## src/rtl/seg7_pkg.sv

```systemverilog
// Shared constants for the multiplexed seven-segment scanner.
// Segment codes are gfedcba (bit 6 = g), active-low.
package seg7_pkg;

    localparam int MAX_DIGITS = 8;

    localparam logic [6:0] SEG_OFF = 7'b1111111;

    localparam logic [6:0] SEG_0 = 7'b1000000;
    localparam logic [6:0] SEG_1 = 7'b1111001;
    localparam logic [6:0] SEG_2 = 7'b0100100;
    localparam logic [6:0] SEG_3 = 7'b0110000;
    localparam logic [6:0] SEG_4 = 7'b0011001;
    localparam logic [6:0] SEG_5 = 7'b0010010;
    localparam logic [6:0] SEG_6 = 7'b0000010;
    localparam logic [6:0] SEG_7 = 7'b1111000;
    localparam logic [6:0] SEG_8 = 7'b0000000;
    localparam logic [6:0] SEG_9 = 7'b0010000;
    localparam logic [6:0] SEG_A = 7'b0001000;
    localparam logic [6:0] SEG_B = 7'b0000011;
    localparam logic [6:0] SEG_C = 7'b1000110;
    localparam logic [6:0] SEG_D = 7'b0100001;
    localparam logic [6:0] SEG_E = 7'b0000110;
    localparam logic [6:0] SEG_F = 7'b0001110;

endpackage

```

## src/rtl/seg7_hex_decode.sv

```systemverilog
// Combinational hex nibble to active-low gfedcba segment pattern.
module seg7_hex_decode
    import seg7_pkg::*;
(
    input  logic [3:0] nibble_i,
    output logic [6:0] seg_o
);

    always_comb begin
        seg_o = SEG_OFF;
        case (nibble_i)
            4'h0: seg_o = SEG_0;
            4'h1: seg_o = SEG_1;
            4'h2: seg_o = SEG_2;
            4'h3: seg_o = SEG_3;
            4'h4: seg_o = SEG_4;
            4'h5: seg_o = SEG_5;
            4'h6: seg_o = SEG_6;
            4'h7: seg_o = SEG_7;
            4'h8: seg_o = SEG_8;
            4'h9: seg_o = SEG_9;
            4'hA: seg_o = SEG_A;
            4'hB: seg_o = SEG_B;
            4'hC: seg_o = SEG_C;
            4'hD: seg_o = SEG_D;
            4'hE: seg_o = SEG_E;
            4'hF: seg_o = SEG_F;
        endcase
    end

endmodule

```

## src/rtl/seg7_scan_ctrl.sv

```systemverilog
// Time-multiplexed seven-segment scanner with per-frame input shadowing,
// leading-zero suppression and slot-phase PWM brightness.
module seg7_scan_ctrl
    import seg7_pkg::*;
#(
    parameter int NUM_DIGITS  = 4,
    parameter int SLOT_BITS   = 18,
    parameter int BRIGHT_BITS = 4
) (
    input  logic                    clk,
    input  logic                    clr,
    input  logic [4*NUM_DIGITS-1:0] x,
    input  logic [NUM_DIGITS-1:0]   dp_in,
    input  logic [NUM_DIGITS-1:0]   blank,
    input  logic                    lz_en,
    input  logic [BRIGHT_BITS-1:0]  brightness,
    output logic [6:0]              a_to_g,
    output logic [NUM_DIGITS-1:0]   an,
    output logic                    dp,
    output logic                    frame_tick
);

    localparam int IDX_W = (NUM_DIGITS > 1) ? $clog2(NUM_DIGITS) : 1;
    localparam logic [IDX_W-1:0] LAST_IDX = IDX_W'(NUM_DIGITS - 1);

    if (NUM_DIGITS < 1 || NUM_DIGITS > MAX_DIGITS) begin : g_bad_digits
        $error("seg7_scan_ctrl: NUM_DIGITS out of range");
    end
    if (SLOT_BITS < BRIGHT_BITS) begin : g_bad_bright
        $error("seg7_scan_ctrl: SLOT_BITS must be >= BRIGHT_BITS");
    end

    logic [SLOT_BITS-1:0]    slot_q, slot_d;
    logic [IDX_W-1:0]        idx_q, idx_d;
    logic [4*NUM_DIGITS-1:0] x_s_q;
    logic [NUM_DIGITS-1:0]   dp_s_q;
    logic [NUM_DIGITS-1:0]   blank_s_q;
    logic                    lz_s_q;
    logic                    loaded_q;
    logic [6:0]              seg_q, seg_d;
    logic [NUM_DIGITS-1:0]   an_q, an_d;
    logic                    dp_q, dp_d;
    logic                    tick_q;

    logic                    slot_wrap;
    logic                    frame_end;
    logic [3:0]              nib [NUM_DIGITS];
    logic [NUM_DIGITS-1:0]   supp;
    logic                    seen_nz;
    logic [BRIGHT_BITS-1:0]  phase;
    logic                    pwm_on;
    logic                    lit;
    logic [6:0]              seg_dec;

    genvar gi;
    for (gi = 0; gi < NUM_DIGITS; gi++) begin : g_nib
        assign nib[gi] = x_s_q[4*gi +: 4];
    end

    assign slot_wrap = &slot_q;
    assign frame_end = slot_wrap && (idx_q == LAST_IDX);

    always_comb begin
        slot_d = slot_q + SLOT_BITS'(1);
        idx_d  = idx_q;
        if (slot_wrap) begin
            idx_d = (idx_q == LAST_IDX) ? '0 : idx_q + IDX_W'(1);
        end
    end

    // Scan from the top digit down: a digit is suppressed while every
    // digit at or above it is zero. Digit 0 is never suppressed.
    always_comb begin
        supp    = '0;
        seen_nz = 1'b0;
        for (int i = NUM_DIGITS - 1; i >= 1; i--) begin
            seen_nz = seen_nz | (x_s_q[4*i +: 4] != 4'h0);
            supp[i] = lz_s_q & ~seen_nz;
        end
    end

    assign phase  = slot_q[SLOT_BITS-1 -: BRIGHT_BITS];
    assign pwm_on = (&brightness) || (phase < brightness);
    assign lit    = loaded_q && !blank_s_q[idx_q] && !supp[idx_q] && pwm_on;

    seg7_hex_decode u_dec (
        .nibble_i (nib[idx_q]),
        .seg_o    (seg_dec)
    );

    always_comb begin
        seg_d = SEG_OFF;
        an_d  = '1;
        dp_d  = 1'b1;
        if (lit) begin
            seg_d = seg_dec;
            an_d  = ~(NUM_DIGITS'(1) << idx_q);
            dp_d  = ~dp_s_q[idx_q];
        end
    end

    always_ff @(posedge clk) begin
        if (clr) begin
            slot_q    <= '0;
            idx_q     <= '0;
            x_s_q     <= '0;
            dp_s_q    <= '0;
            blank_s_q <= '0;
            lz_s_q    <= 1'b0;
            loaded_q  <= 1'b0;
            seg_q     <= SEG_OFF;
            an_q      <= '1;
            dp_q      <= 1'b1;
            tick_q    <= 1'b0;
        end else begin
            slot_q <= slot_d;
            idx_q  <= idx_d;
            seg_q  <= seg_d;
            an_q   <= an_d;
            dp_q   <= dp_d;
            tick_q <= frame_end;
            // The next frame runs entirely from this snapshot.
            if (frame_end) begin
                x_s_q     <= x;
                dp_s_q    <= dp_in;
                blank_s_q <= blank;
                lz_s_q    <= lz_en;
                loaded_q  <= 1'b1;
            end
        end
    end

    assign a_to_g     = seg_q;
    assign an         = an_q;
    assign dp         = dp_q;
    assign frame_tick = tick_q;

endmodule
```

## config.mk

```make
export PLATFORM = sky130hd
export DESIGN_NAME = seg7_scan_ctrl
export DESIGN_NICKNAME = d
export VERILOG_FILES = /design/src/rtl/seg7_pkg.sv /design/src/rtl/seg7_hex_decode.sv /design/src/rtl/seg7_scan_ctrl.sv
export SDC_FILE = /design/constraint.sdc
export NUM_CORES = 1
export LEC_CHECK = 0
export ABC_AREA = 0
export CAP_MARGIN = 10
export CORE_MARGIN = 2
export CORE_UTILIZATION = 37
export DETAILED_ROUTE_END_ITERATION = 16
export PLACE_DENSITY = 0.61
export SYNTH_ARGS = -nofsm -noshare
export SYNTH_HDL_FRONTEND = slang
export SYNTH_SLANG_ARGS = --single-unit
```

## constraint.sdc

```tcl
create_clock -name clk -period 3.2 [get_ports clk]
set_input_delay 0.64 -clock clk [delete_from_list [all_inputs] [get_ports clk]]
set_output_delay 0.64 -clock clk [all_outputs]
set_load 0.02 [all_outputs]
```

; ---- Word-level counts from Yosys, hierarchy flattened
; Memories as Yosys holds them, arrays and structs flattened. A register that Yosys moved wholly into a read port is not among the register bits.
; Index checks and enable logic that the tools add are counted.
[word_totals]
input_bits = 31
rom_bits = 112
regBits = 52
out_inout_bits = 13
memories = 1
word_cells = 53
[op_classes]
bitwise_logic = 12
muxes = 10
shifts = 1
n_addsub = 2
reduce_logical = 13
order_cmp = 3
eq_ne = 1
[memory_table]
columns = memory, depth, width, read_ports, rd_clocked_by_memory_dff, wr, line_no
row1 = (name not given), 16, 7, 1, 1, 0, seg7_hex_decode.sv:11  ; case (nibble_i)
[ops]
columns = cell, count
row1 = $add A18 B1 Y18 const B, 1
row2 = $reduce_and A18 Y1, 1
row3 = $reduce_bool A4 Y1, 3
row4 = $bmux W4 S2, 1
row5 = $mux W4, 2
row6 = $bmux W1 S2, 3
row7 = $not A1 Y1, 5
row8 = $logic_and A1 B1 Y1, 4
row9 = $lt A4 B4 Y1, 1
row10 = $not A4 Y4, 1
row11 = $reduce_and A4 Y1, 1
row12 = $shl A1 B2 Y4 const A, 1
row13 = $and A1 B1 Y1, 3
row14 = $ge A3 B3 Y1 const B, 1
row15 = $lt A2 B3 Y1 const B, 1
row16 = $mux W1, 3
row17 = $not A2 Y3, 1
row18 = $add A2 B1 Y2 const B, 1
row19 = $eq A2 B2 Y1 const B, 1
row20 = $logic_not A1 Y1, 2
row21 = $mux W2, 1
row22 = $or A1 B1 Y1, 2
row23 = $reduce_or A2 Y1, 1
row24 = $logic_or A1 B1 Y1, 1

; ---- Depth between registers and ports, before layout
; Gate-level depths: netlist of the first run.
[logic_depth]
ltp_word = 12
ltp_mapped = 8

; ---- Cells and area by module
; A second synthesis of the first run with hierarchy kept.
[unflattened]
cells_unflattened = 320
area_unflattened_um2 = 2907.8
[modules_own_cells]
columns = module, seq_area_each_um2, n_inst, area_per_inst_um2, cells_per_inst
row1 = seg7_scan_ctrl, 1181.1, 1, 2637.5, 285
row2 = seg7_hex_decode, 0.0, 1, 270.3, 35

; ---- Worst setup path before layout of the first run
; OpenSTA, ideal clock, no wires.
[synth_timing]
path_kind = input to register
from = input brightness[2]
to = register seg_q[1], in the netlist a_to_g[1]
arrival_ns = 1.735
cell_stages = 7
setup_slack_ns = 1.335
n_path_buf = 1
cell_sequence = inv_1 > ha_1 > a211oi_1 > a21oi_1 > nor4_2 > buf_2 > o211ai_1
[synth_via]
elab_chain_cells = 5
elab_cells_between_ends = 6
[synth_lines]
columns = element, line_no
row1 = start: declaration, seg7_scan_ctrl.sv:16  ; input logic [BRIGHT_BITS-1:0] brightness,
row2 = $lt A4 B4 Y1 / $reduce_and A4 Y1 (equally long branches), seg7_scan_ctrl.sv:83  ; assign pwm_on = (&brightness) || (phase < brightness);
row3 = $logic_or A1 B1 Y1 (*), seg7_scan_ctrl.sv:83
row4 = $logic_and A1 B1 Y1 (*), seg7_scan_ctrl.sv:84  ; assign lit = loaded_q && !blank_s_q[idx_q] && !supp[idx_q] && pwm_on;
row5 = $not A1 Y1 (no source line) (*), n/a
row6 = $reduce_or A2 Y1 (no source line) (*), n/a
row7 = end: declaration, seg7_scan_ctrl.sv:40  ; logic [6:0] seg_q, seg_d;
; Every way passes the cells marked *; elsewhere a longest branch is shown, timed or not.
; A chain may end at the register's enable or synchronous reset.

; ---- Worst setup path in the final report of the first run
[layout_timing]
from = register slot_q[6]
to = register x_s_q[5]
[layout_via]
elab_chain_cells = 2
[layout_lines]
columns = element, line_no
row1 = start: declaration, seg7_scan_ctrl.sv:33  ; logic [SLOT_BITS-1:0] slot_q, slot_d;
row2 = start signal: assignment, seg7_scan_ctrl.sv:116  ; slot_q <= slot_d;
row3 = $reduce_and A18 Y1, seg7_scan_ctrl.sv:60  ; assign slot_wrap = &slot_q;
row4 = $logic_and A1 B1 Y1, seg7_scan_ctrl.sv:61  ; assign frame_end = slot_wrap && (idx_q == LAST_IDX);
row5 = end signal: assignment, seg7_scan_ctrl.sv:106  ; x_s_q <= '0;
row6 = end signal: assignment, seg7_scan_ctrl.sv:124  ; x_s_q <= x;
row7 = end: declaration, seg7_scan_ctrl.sv:35  ; logic [4*NUM_DIGITS-1:0] x_s_q;
; Every way passes these cells.

==> results of run 1 <==
## layout by cell type, fill, tap and decap left out, types with 2 or more instances in the layout
cell,instances
o211ai_1,2
ha_1,14
clkbuf_8,13
nor2_1,25
nand3_1,10
mux2i_1,6
and2_1,3
clkdlybuf4s50_1,42
clkbuf_1,2
a21oi_2,19
and3_1,7
mux4_2,4
mux4_1,2
nand4_1,6
a21oi_1,10
nand2_1,49
a22oi_1,2
nand2b_1,2
and4_1,4
xnor2_1,7
nor4_1,3
o21ai_0,4
inv_1,8
nand2_2,19
buf_4,4
xor2_1,13
dfxtp_1,59
## kinds of logic after synthesis
logic type / count (synthesis) / share of synthesized area
adders and majority gates: 14 / 0.0616
AOI/OAI and AO/OA: 41 / 0.105
and+or+nand+nor: 132 / 0.230
xor gates and xnor gates: 20 / 0.0616
muxes: 13 / 0.0766
buffers and inverters: 25 / 0.0502
DFF: 59 / 0.415
## report_power, final
part,internal (mW),switching [mW]
logic,0.0378,0.0231
registers,0.738,0.00336
clock network,0.365,0.279
total,1.14,0.306
## layout make-up
type                    count  area (um^2)
inverters                   8         30.0
repair buffers             47          455
well taps                  99          124
multi-input cells         220         1520
clock inverters             1         5.00
clock buffers              15          186
flip-flops and latches     59         1180
fillers                   676         3830
## final timing paths
path / startpoint / endpoint / slack [ns] / depth (start not counted)
max: slot_q[6] / x_s_q[5] / 1.09 / 5
min reg2reg: blank_s_q[0] / blank_s_q[0] / 0.45 / 2
max reg2reg: slot_q[6] / x_s_q[5] / 1.09 / 5
min: blank_s_q[0] / blank_s_q[0] / 0.45 / 2
## metrics by stage
stage,power (mW),cells
2_1_floorplan,0.775,304
3_3_place_gp,0.818,433
3_5_place_dp,0.819,433
4_1_cts,1.46,449
5_1_grt,1.51,449
6_report,1.45,449
## layer usage
metal	vias to the layer above	share of wire	track usage
met5	-	0	0
met4	0	0.017	0.0795
met3	9	0.048	0.0435
met2	53	0.41	0.190
met1	926	0.53	0.192
li1	1110	-	-
## cells in the mapped netlist (6+ instances only)
cell and instances:
buf_2 6, dfxtp_1 59, mux2i_1 6, nor2_1 25, a21oi_2 19, a21oi_1 10
inv_1 8, xor2_1 13, xnor2_1 7, nand2_2 19, nand2_1 49, nand3_1 10
ha_1 14, and3_1 7, nand4_1 6
## flip-flops by register name (all words and copies together) (netlist names)
| name | flops |
|---|---|
| a_to_g | 7 |
| an | 4 |
| blank_s_q | 4 |
| dp | 1 |
| dp_s_q | 4 |
| frame_tick | 1 |
| idx_q | 2 |
| loaded_q | 1 |
| lz_s_q | 1 |
| slot_q | 18 |
| x_s_q | 16 |
## critical path, stage by stage, from the launching register on
cell,delay [ns]
dfxtp_1,0.40
and4_1,0.25
and3_1,0.39
nand4_2,0.58
nand2_1,0.28
a21oi_2,0.07
==> results.toml, run 1 <==
[clock_network]
post_cts_buffers = 0
tritoncts = "built"
clock_sinks = 59
cts-root-to-sink-buffers = 2
cts_inserted_buffers = 9
count_of_hold_fix_buffers_inserted_at_cts = 0
cts_htree_levels = 3
post_cts_sizing_count = 0
clk_root_buffer_cell = "clkbuf_8"
clk-insertion-delay-late_ns = 0.34
cts.clk_slew.worst_paths_ns = 0.06

[synthesis]
yosys_register_bits = 59
synth.yosys.warnings = 0
syn_inst = 304
synth_top_area_frac = 0.415
postSynthNetCount = 349
postSynthAreaPerCell_um2 = 9.35
synth_cell_type_count = 38
synthFlopType = "dfxtp_1"
synth_top_cells_by_area = "dfxtp_1, nand2_1, ha_1"
seq_area_frac_synth = 0.415
synthesized_area_um2 = 2840
async_reset_ff_frac = 0
post-synth-top-area-cell = "dfxtp_1"
number_of_flops_mapped_to_enable_cells_by_yosys = 0

[pwr]
cellLeakagePower_nw = 1.25
maximum_vdd_ir_drop_mv = 0.174
powerDensity_nw_per_um2 = 413

[setup_path]
timing.critical_path.required_ns = 3.41
path_max_fanout = 25
timing.critical_path.to_type = "register"
critical_path.startpoint_type = "register"
worst_ep_arrival_ns = 2.32
timing_worst_setup_path_type = "reg2reg"

[sta]
layout_min_cycle_time_ns = 2.11
max_freq_ghz = 0.474
hold_violations = 0
holdWs_ns = 0.453
final-setup-viol-count = 0
slew_violations = 0
setup_total_negative_slack_ns = 0
skew_ns = 0.00671
postLayoutSetupSlackWorst_ns = 1.09
max_slew.worst_pin.slew_ns = 0.640
rsz0062_at_grt = "false"
final.period_utilization = 0.660
worst_relative_slew_slack = 0.572

[place]
final_hpwl_dp_um = 3850
io_buffer_count = 43
place.gp.congestion = 0.783
placement.cell_area_um2 = 3310
dpl_worst_slack_ns = 0.770

[die]
design.core.area_um2 = 7330
dieHeight_um = 91.7
die_area_um2 = 8400
die_w_um = 91.7
initial_utilization = 0.388
design.portCount = 44
fp-row-count = 31

[routing]
drt_first_pass_iters = 4
antenna_left = 0
initialDrtViolationCount = 87
detail_routed_via_count_per_cell = 4.67
postRouteWirelength_um = 5480
routed_wire_length_per_instance_um = 12.2
vias = 2098
post-route-drc-count = 0

[finish]
final_layout_net_count = 390
drive_gt1_frac = 0.186
area_delta_synth_final_pct = 23.2
antennaDiodeCount = 0
post-route-cell-area_um2 = 3500
final_util = 0.478

[global_routing]
global_route.usage.total = 0.139
grt_max_degree = 31
grt_pass1_vias = 1964
globalRoute.totalOverflow = 0
antenna_found_initial = 0
grt_pass1_wl_um = 9100

[min_path]
worst_hold_path_type = "reg2reg"

[run]
maxCapViolCount = 0

[outcome]
status = "complete, no violations"
(Power assumes the default switching activity.)
==> inputs of run 2 (changes only) <==
- clock period: 3.2 -> 2.1 ns (I/O delays scaled with it)
==> run 2 against run 1 <==
Against the previous run: die area is the same; first-iteration DRC count grew 30%; power grew 71%.
==> results.toml, run 2 (synthesis results as in run 1) <==
[pwr]
p_seq_frac = 0.457
total_switching_power_mw = 0.472
p_total_mw = 2.47
power.share.combinational = 0.038
powerDensity_nw_per_um2 = 681
internal_power_mw = 2.00
share_clk_of_total_power = 0.505
cellLeakagePower_nw = 1.32
netSwitchingFraction = 0.191
maximum_vdd_ir_drop_mv = 0.298

[routing]
met3_wirelength_um = 325
detail_routed_via_count_per_cell = 4.76
antenna_left = 0
vias = 2177
initialDrtViolationCount = 113
wl_met2_um = 2340
routed_wire_length_per_instance_um = 12.2
route.top_layer_used = "met4"
wl_met1_um = 2840
drt_first_pass_iters = 4
postRouteWirelength_um = 5570
post-route-drc-count = 0

[global_routing]
global_route.usage.total = 0.145
grt_pass1_wl_um = 9760
grt_max_degree = 48
antenna_found_initial = 0
globalRoute.totalOverflow = 0
grt_pass1_vias = 2119

[finish]
antennaDiodeCount = 0
most_flops_register = "slot_q"
final_layout_net_count = 398
drive_gt1_frac = 0.209
area_delta_synth_final_pct = 27.5
stdcell_count = 457
largest_register_ffs = 18
final_common_cell = "dfxtp_1"
most_used_cells_in_the_layout_excluding_fill_and_tap_cells = "dfxtp_1, nand2_1, clkdlybuf4s50_1"

[setup_path]
worst_path_most_repeated_cell = "nor2_1"
path_max_fanout = 7
timing_worst_setup_path_type = "reg2reg"
cpPeakStageDelay_ns = 0.62
cp_slowest_cell = "mux4_2"
worst_ep_arrival_ns = 2.20
timing.critical_path.to_type = "register"
crit_path_cell_chain = "mux4_2, inv_1, ha_1, nor2_1, a21oi_1, nor2_1, o21ai_1"
timing.critical_path.required_ns = 2.37
critical_path.startpoint_type = "register"

[die]
dieHeight_um = 91.7
design.portCount = 44
die_w_um = 91.7
die_area_um2 = 8400
fp-row-count = 31
initial_utilization = 0.388
design.core.area_um2 = 7330

[sta]
rsz0062_at_grt = "false"
hold_violations = 0
max_freq_ghz = 0.519
slew_violations = 0
max_slew.worst_pin.slew_ns = 0.586
skew_ns = 0.00770
worst_relative_slew_slack = 0.609
final.period_utilization = 0.918
final-setup-viol-count = 0
layout_min_cycle_time_ns = 1.93
setup_total_negative_slack_ns = 0

[clock_network]
cts_inserted_buffers = 9
post_cts_buffers = 0
cts-root-to-sink-buffers = 2
post_cts_sizing_count = 0
cts_htree_levels = 3
clk-insertion-delay-late_ns = 0.34
clock_sinks = 59
tritoncts = "built"
count_of_hold_fix_buffers_inserted_at_cts = 0
cts.clk_slew.worst_paths_ns = 0.06
clk_root_buffer_cell = "clkbuf_8"

[run]
maxCapViolCount = 0

[place]
place.gp.congestion = 0.777
dp.cells = 441
final_hpwl_dp_um = 3970
io_buffer_count = 43

[outcome]
status = "complete, no violations"

[min_path]
worst_hold_path_type = "reg2reg"
## run 2: area by class of cell
| cell class | count | area, um^2 |
|---|---|---|
| Clock buffer | 11 | 141 |
| Timing Repair Buffer | 55 | 528 |
| Tap cell | 99 | 124 |
| Sequential cell | 59 | 1180 |
| Multi-Input combinational cell | 220 | 1520 |
| Clock inverter | 5 | 100 |
| Fill cell | 678 | 3710 |
| Inverter | 8 | 30.0 |
## run 2: routing by layer
metal,GRT usage,up-vias
met5,0,-
met4,0.0644,0
met3,0.0485,4
met2,0.199,60
met1,0.206,986
li1,-,1127
## run 2: power groups by stage
stage	registers, mW	clock network (mW)	logic, mW
after floorplan	1.15	0	0.0278
after global placement	1.15	0	0.0924
after detailed placement	1.15	0	0.0938
after CTS	1.13	1.27	0.0945
after global routing	1.13	1.34	0.101
final	1.13	1.25	0.0930
## run 2: path summary, 6_finish.rpt
check               start      endpoint  slack, ns  cells after the start
max              idx_q[0]     a_to_g[3]       0.17                      7
min          blank_s_q[0]  blank_s_q[0]       0.46                      2
max reg2reg      idx_q[0]     a_to_g[3]       0.17                      7
min reg2reg  blank_s_q[0]  blank_s_q[0]       0.46                      2
## run 2: worst max-delay path, delay by kind of cell, from the launching register on
| family | cells | cell delay [ns] |
|---|---|---|
| and+or+nand+nor | 2 | 0.13 |
| adders and majority gates | 1 | 0.27 |
| DFF | 1 | 0.44 |
| muxes | 1 | 0.62 |
| AOI/OAI and AO/OA | 2 | 0.26 |
| buffers and inverters | 1 | 0.14 |
## run 2: metrics by stage
step / worst slack, ns / hold slack, ns / instance area [um^2] / utilization
2_1_floorplan: 0.250 / 0.427 / 2840 / -
3_3_place_gp: -0.0487 / 0.442 / 3380 / 0.461
3_5_place_dp: -0.107 / 0.452 / 3380 / 0.461
4_1_cts: 0.00957 / 0.462 / 3620 / 0.494
5_1_grt: 0.0538 / 0.480 / 3620 / 0.494
6_report: 0.172 / 0.460 / 3620 / 0.494
